### src/rtl/ysyx_040750_clint_pkg.sv
// rtl/ysyx_040750_clint_pkg.sv - CLINT register offsets, decode type and byte-merge helper
package ysyx_040750_clint_pkg;

  localparam logic [31:0] CLINT_BASE_ADDR = 32'h0200_0000;

  localparam logic [31:0] MSIP_OFF     = 32'h0000_0000;
  localparam logic [31:0] MTIMECMP_OFF = 32'h0000_4000;
  localparam logic [31:0] MTIME_OFF    = 32'h0000_BFF8;

  typedef enum logic [1:0] {
    REG_NONE,
    REG_MSIP,
    REG_MTIMECMP,
    REG_MTIME
  } clint_reg_e;

  // Replace only the bytes whose strobe bit is set.
  function automatic logic [63:0] byte_merge(input logic [63:0] old_val,
                                             input logic [63:0] new_val,
                                             input logic [7:0]  strb);
    logic [63:0] res;
    res = old_val;
    for (int i = 0; i < 8; i++) begin
      if (strb[i]) begin
        res[i*8 +: 8] = new_val[i*8 +: 8];
      end
    end
    return res;
  endfunction

endpackage

### src/rtl/ysyx_040750_clint_timer.sv
// rtl/ysyx_040750_clint_timer.sv - prescaler and 64-bit mtime counter with strobed write port
module ysyx_040750_clint_timer
  import ysyx_040750_clint_pkg::*;
#(
  parameter int TICK_DIV = 1
) (
  input  logic        I_sys_clk,
  input  logic        I_rst,
  input  logic        wr_en,
  input  logic [63:0] wr_data,
  input  logic [7:0]  wr_strb,
  output logic [63:0] mtime,
  output logic [63:0] mtime_next
);

  localparam logic [15:0] PRESC_LAST = 16'(TICK_DIV - 1);

  logic [15:0] prescaler;
  logic [15:0] prescaler_next;
  logic        tick;

  // Next prescaler/mtime; a software write beats the tick and the prescaler keeps running.
  always_comb begin
    tick           = (prescaler == PRESC_LAST);
    prescaler_next = tick ? 16'd0 : prescaler + 16'd1;
    mtime_next     = mtime;
    if (wr_en) begin
      mtime_next = byte_merge(mtime, wr_data, wr_strb);
    end else if (tick) begin
      mtime_next = mtime + 64'd1;
    end
  end

  // Counter state registers.
  always_ff @(posedge I_sys_clk) begin
    if (I_rst) begin
      prescaler <= 16'd0;
      mtime     <= 64'd0;
    end else begin
      prescaler <= prescaler_next;
      mtime     <= mtime_next;
    end
  end

endmodule

### src/rtl/ysyx_040750_clint.sv
// rtl/ysyx_040750_clint.sv - core-local interruptor: MMIO decode, mtimecmp, msip, timer compare
module ysyx_040750_clint
  import ysyx_040750_clint_pkg::*;
#(
  parameter logic [31:0] BASE_ADDR    = CLINT_BASE_ADDR,
  parameter int          TICK_DIV     = 1,
  parameter logic [63:0] MTIMECMP_RST = 64'hFFFF_FFFF_FFFF_FFFF
) (
  input  logic        I_sys_clk,
  input  logic        I_rst,
  input  logic        I_req_valid,
  output logic        O_req_ready,
  input  logic        I_req_wen,
  input  logic [31:0] I_req_addr,
  input  logic [63:0] I_req_wdata,
  input  logic [7:0]  I_req_wstrb,
  output logic        O_rsp_valid,
  input  logic        I_rsp_ready,
  output logic [63:0] O_rsp_rdata,
  output logic        O_rsp_err,
  output logic        O_mtip,
  output logic        O_msip
);

  logic [31:0] offset;
  clint_reg_e  sel;
  logic        accept;
  logic        wr_ok;
  logic        mtime_wr;
  logic [63:0] mtime;
  logic [63:0] mtime_next;
  logic [63:0] mtimecmp;
  logic [63:0] mtimecmp_next;
  logic        msip;
  logic        msip_next;
  logic [63:0] rd_data;

  // Single response slot: a new request may enter when the slot is empty or draining.
  assign O_req_ready = ~O_rsp_valid | I_rsp_ready;
  assign accept      = I_req_valid & O_req_ready;
  assign O_msip      = msip;

  // Address decode, register write merge and read mux.
  always_comb begin
    offset = I_req_addr - BASE_ADDR;
    sel    = REG_NONE;
    if (I_req_addr[2:0] == 3'b000) begin
      case (offset)
        MSIP_OFF:     sel = REG_MSIP;
        MTIMECMP_OFF: sel = REG_MTIMECMP;
        MTIME_OFF:    sel = REG_MTIME;
        default:      sel = REG_NONE;
      endcase
    end

    wr_ok    = accept & I_req_wen & (sel != REG_NONE);
    mtime_wr = wr_ok & (sel == REG_MTIME) & (|I_req_wstrb);

    mtimecmp_next = mtimecmp;
    if (wr_ok && sel == REG_MTIMECMP) begin
      mtimecmp_next = byte_merge(mtimecmp, I_req_wdata, I_req_wstrb);
    end

    msip_next = msip;
    if (wr_ok && sel == REG_MSIP && I_req_wstrb[0]) begin
      msip_next = I_req_wdata[0];
    end

    rd_data = 64'd0;
    if (!I_req_wen) begin
      case (sel)
        REG_MSIP:     rd_data = {63'd0, msip};
        REG_MTIMECMP: rd_data = mtimecmp;
        REG_MTIME:    rd_data = mtime;
        default:      rd_data = 64'd0;
      endcase
    end
  end

  ysyx_040750_clint_timer #(
    .TICK_DIV (TICK_DIV)
  ) u_timer (
    .I_sys_clk  (I_sys_clk),
    .I_rst      (I_rst),
    .wr_en      (mtime_wr),
    .wr_data    (I_req_wdata),
    .wr_strb    (I_req_wstrb),
    .mtime      (mtime),
    .mtime_next (mtime_next)
  );

  // Register state and the timer-pending level computed from post-edge values.
  always_ff @(posedge I_sys_clk) begin
    if (I_rst) begin
      mtimecmp <= MTIMECMP_RST;
      msip     <= 1'b0;
      O_mtip   <= 1'b0;
    end else begin
      mtimecmp <= mtimecmp_next;
      msip     <= msip_next;
      O_mtip   <= (mtime_next >= mtimecmp_next);
    end
  end

  // Response register: loads on accept, clears once the LSU takes it.
  always_ff @(posedge I_sys_clk) begin
    if (I_rst) begin
      O_rsp_valid <= 1'b0;
      O_rsp_rdata <= 64'd0;
      O_rsp_err   <= 1'b0;
    end else if (accept) begin
      O_rsp_valid <= 1'b1;
      O_rsp_rdata <= rd_data;
      O_rsp_err   <= (sel == REG_NONE);
    end else if (I_rsp_ready) begin
      O_rsp_valid <= 1'b0;
    end
  end

endmodule

### config.mk
export PLATFORM = sky130hd
export DESIGN_NAME = ysyx_040750_clint
export DESIGN_NICKNAME = d
export VERILOG_FILES = /design/src/rtl/ysyx_040750_clint_pkg.sv /design/src/rtl/ysyx_040750_clint_timer.sv /design/src/rtl/ysyx_040750_clint.sv
export SDC_FILE = /design/constraint.sdc
export NUM_CORES = 1
export LEC_CHECK = 0
export ABC_AREA = 0
export BUFFER_PORTS_ARGS = -buffer_cell sky130_fd_sc_hd__buf_2
export CAP_MARGIN = 25
export CELL_PAD_IN_SITES_DETAIL_PLACEMENT = 0
export CELL_PAD_IN_SITES_GLOBAL_PLACEMENT = 1
export CORE_UTILIZATION = 35
export CTS_CLUSTER_DIAMETER = 200
export DETAILED_ROUTE_END_ITERATION = 6
export GPL_TIMING_DRIVEN = 0
export PLACE_DENSITY_LB_ADDON = 0.2
export SLEW_MARGIN = 25
export SYNTH_ARGS = -nofsm -noshare
export SYNTH_HDL_FRONTEND = slang
export SYNTH_SLANG_ARGS = --single-unit
### constraint.sdc
create_clock -name I_sys_clk -period 5.13 [get_ports I_sys_clk]
set_input_delay 0.513 -clock I_sys_clk [delete_from_list [all_inputs] [get_ports I_sys_clk]]
set_output_delay 0.513 -clock I_sys_clk [all_outputs]
set_load 0.02 [all_outputs]
==> results.yml <==
worst_setup_path:
  reg2regPathDepth: 17
  start_kind: "input pin"
  crit_type: "input pin to flip-flop"
  worst_setup_path_end_kind: "flip-flop"
  cp.required_ps: 5560
  cp.arrival_ps: 5410
  crit_path_max_fanout: 10
logic_synthesis:
  yosysSeqAreaShare_pct: 35.9
  syn-instance-count: 1380
  yosysTopAreaCell: "dfxtp_1"
  synth_seq_cells: 212
  async_flop_share_pct: 0
  synth_area_sq_um: 11800
  mappedNetlistNets: 1557
  ys_warn_count: 0
  synth_top_area_share_pct: 35.9
  synth_edf_count: 0
  ys_types: 76
  synth_area_leaders: "dfxtp_1, ha_1, mux2_2"
  synth_flop_cell: "dfxtp_1"
  syn_area_per_cell_sq_um: 8.57
layout:
  fillers: 3441
  syn_to_final_growth_pct: 20.2
  multi_input_area_sq_um: 7320
  ff_latch_area_sq_um: 4240
  nets: 1761
  drive_gt1_share_pct: 20.7
  insertedDiodeCount: 0
  fin_util_pct: 43.3
clocking:
  hold_buffers: 0
  cts_buffer_depth: 3
  cts.sinks: 212
  cts_tree: "yes"
  path_clk_slew_ps: 60
  clkLatencyLatePin_ps: 540
  cts_made_buffers: 26
  htree_levels: 1
  cts_root_buf: "clkbuf_16"
sta:
  finalCriticalPeriod_ps: 4990
  setup_violations: 0
  maxSlewViolCount: 0
  rsz0062_at_grt: "false"
  max-slew-margin-rel_pct: 31.9
  final.setup_skew_ps: 15.4
  hold-worst-slack_ps: 240
  tightest_slew_ps: 1020
  max_freq_mhz: 201
  fin_ws_ps: 144
  final.period_utilization_pct: 97.2
  hold_viol_final: 0
global_routing:
  grt_pass1_vias: 11000
  antenna_found_initial: 2
  overflow: 0
  grt_pass1_wl_microns: 64800
  grt.total_usage_pct: 24.8
  grt_max_degree: 13
die:
  die_h_microns: 186
  die_w_microns: 186
  io_pins: 178
  floorplan.die_area_sq_um: 34500
  std_cell_rows: 66
  start_util_pct: 36.0
  fp.coreArea_sq_um: 32900
pwr:
  power_frac_clock_pct: 50.9
  ir_worst_vdd_mv: 0.225
  combPwrFrac_pct: 4.4
  power.density_nw_per_um2: 260
  p_sw_share_pct: 23.6
  p_sw_uw: 874
  p_int_mw: 2.82
  p_leak_nw: 6.14
  power_mw: 3.70
  pwr-share-seq_pct: 44.7
job:
  maxCapViolCount: 0
drt:
  viasPerCell: 5.62
  drt_iter0_drc: 1001
  drc: 0
  wire_per_inst_microns: 21.0
  first_pass_iters: 5
  ant_nets: 0
  wirelength_microns: 42900
  num_vias: 11500
place:
  port_buffers: 173
  gp_congestion: 0.908
  place_ws_ps: -1290
  dp_hpwl_microns: 32300
outcome:
  status: "finished, final reports clean"
worst_hold_path:
  hp-class: "input pin to flip-flop"
  min_delay_path_depth: 3
## final cells by class
cell class                      instances  area share [%]
Clock inverter                          8           0.519
Multi-Input combinational cell       1081            51.4
Inverter                               22           0.581
Clock buffer                           39            5.63
Tap cell                              442            3.89
Buffer                                 65            1.86
Sequential cell                       212            29.8
Timing Repair Buffer                  176            6.25
## state kept, by name, summed over array words and instances (netlist names)
signal             flops
u_timer.mtime         64
O_rsp_rdata           64
mtimecmp              64
O_rsp_err              1
O_msip                 1
O_mtip                 1
O_rsp_valid            1
u_timer.prescaler     16
## cell families (layout without fill, tap and decap cells)
family / count (synthesis) / count (layout) / share of synthesized area, %
simple gates: 578 / 578 / 24.1
flops: 212 / 212 / 35.9
compound gates: 291 / 291 / 17.2
xor+xnor: 15 / 15 / 1.11
fa+ha+maj: 68 / 68 / 7.19
mux: 129 / 129 / 11.6
buf+inv: 87 / 310 / 2.92
## final timing paths
kind	slack, ps	endpoint	startpoint
setup reg to reg	230	O_mtip	u_timer.prescaler[0]
hold reg to reg	480	u_timer.prescaler[0]	u_timer.prescaler[0]
hold / removal	240	mtimecmp[21]	I_req_wdata[21]
setup / recovery	140	O_mtip	I_req_addr[2]
## power by group through the flow
stage	Sequential [mW]	Clock (mW)	Combinational, mW
floorplan	1.69	0	0.0542
finish	1.65	1.88	0.162
detailed placement	1.69	0	0.160
global route	1.65	1.99	0.173
global placement	1.69	0	0.161
CTS	1.65	1.92	0.162
## cells in the final DEF (no fill, tap or decap), drive strengths merged, types with 63 or more instances in the layout
cell	count
nor2	156
mux2	64
clkbuf	96
mux2i	65
buf	184
ha	68
nand2	156
dfxtp	212
a22oi	63
## synth_stat cells, types with 9 or more instances
master / instances
nor2_1: 155
or3_1: 18
clkbuf_1: 57
xor2_1: 9
and2_1: 18
nor4_1: 17
inv_1: 21
ha_1: 68
nand2_1: 155
o21ai_0: 44
a21oi_1: 54
a211oi_1: 15
a211o_1: 9
dfxtp_1: 212
o22ai_1: 13
mux2_2: 64
a21o_1: 13
mux2i_1: 65
a22oi_1: 63
nor3_1: 54
and3_1: 32
and4_1: 9
a31oi_1: 10
nand4_1: 26
nand3_1: 50
## metal layers
layer	track usage [%]	share of wire, %	up-vias
met4	6.20	2.5	4
met5	0	0.063	-
met3	3.48	6.1	72
li1	-	-	5557
met2	40.7	45	369
met1	33.9	46	5484
## critical path: stages
cell	delay [ps]
buf_2	90
or3_1	530
nor4_1	480
nand3_1	510
nor2_4	270
buf_2	360
a21oi_1	80
o31ai_1	360
nor2b_1	190
ha_1	240
a21oi_1	130
o21ai_0	120
a221oi_2	470
o211ai_1	280
a21oi_1	330
o31ai_2	160
a31o_2	280
## through the flow
| step | instance area [sq um] | setup TNS, ps | cells |
|---|---|---|---|
| floorplan | 11800 | 0 | 1380 |
| global placement | 13300 | -1290 | 1995 |
| finish | 14200 | 0 | 2045 |
| CTS | 14200 | 0 | 2045 |
| global route | 14200 | 0 | 2045 |
| detailed placement | 13300 | -1290 | 1995 |
## what timing repair did
| item | 4_1_cts | 5_1_grt |
|---|---|---|
| resized for setup | 5 | 9 |
| pin swaps | 1 | 0 |
| endpoints found under the setup margin | 1 | 1 |
| setup buffers | 3 | 0 |
(Power assumes the default switching activity.)
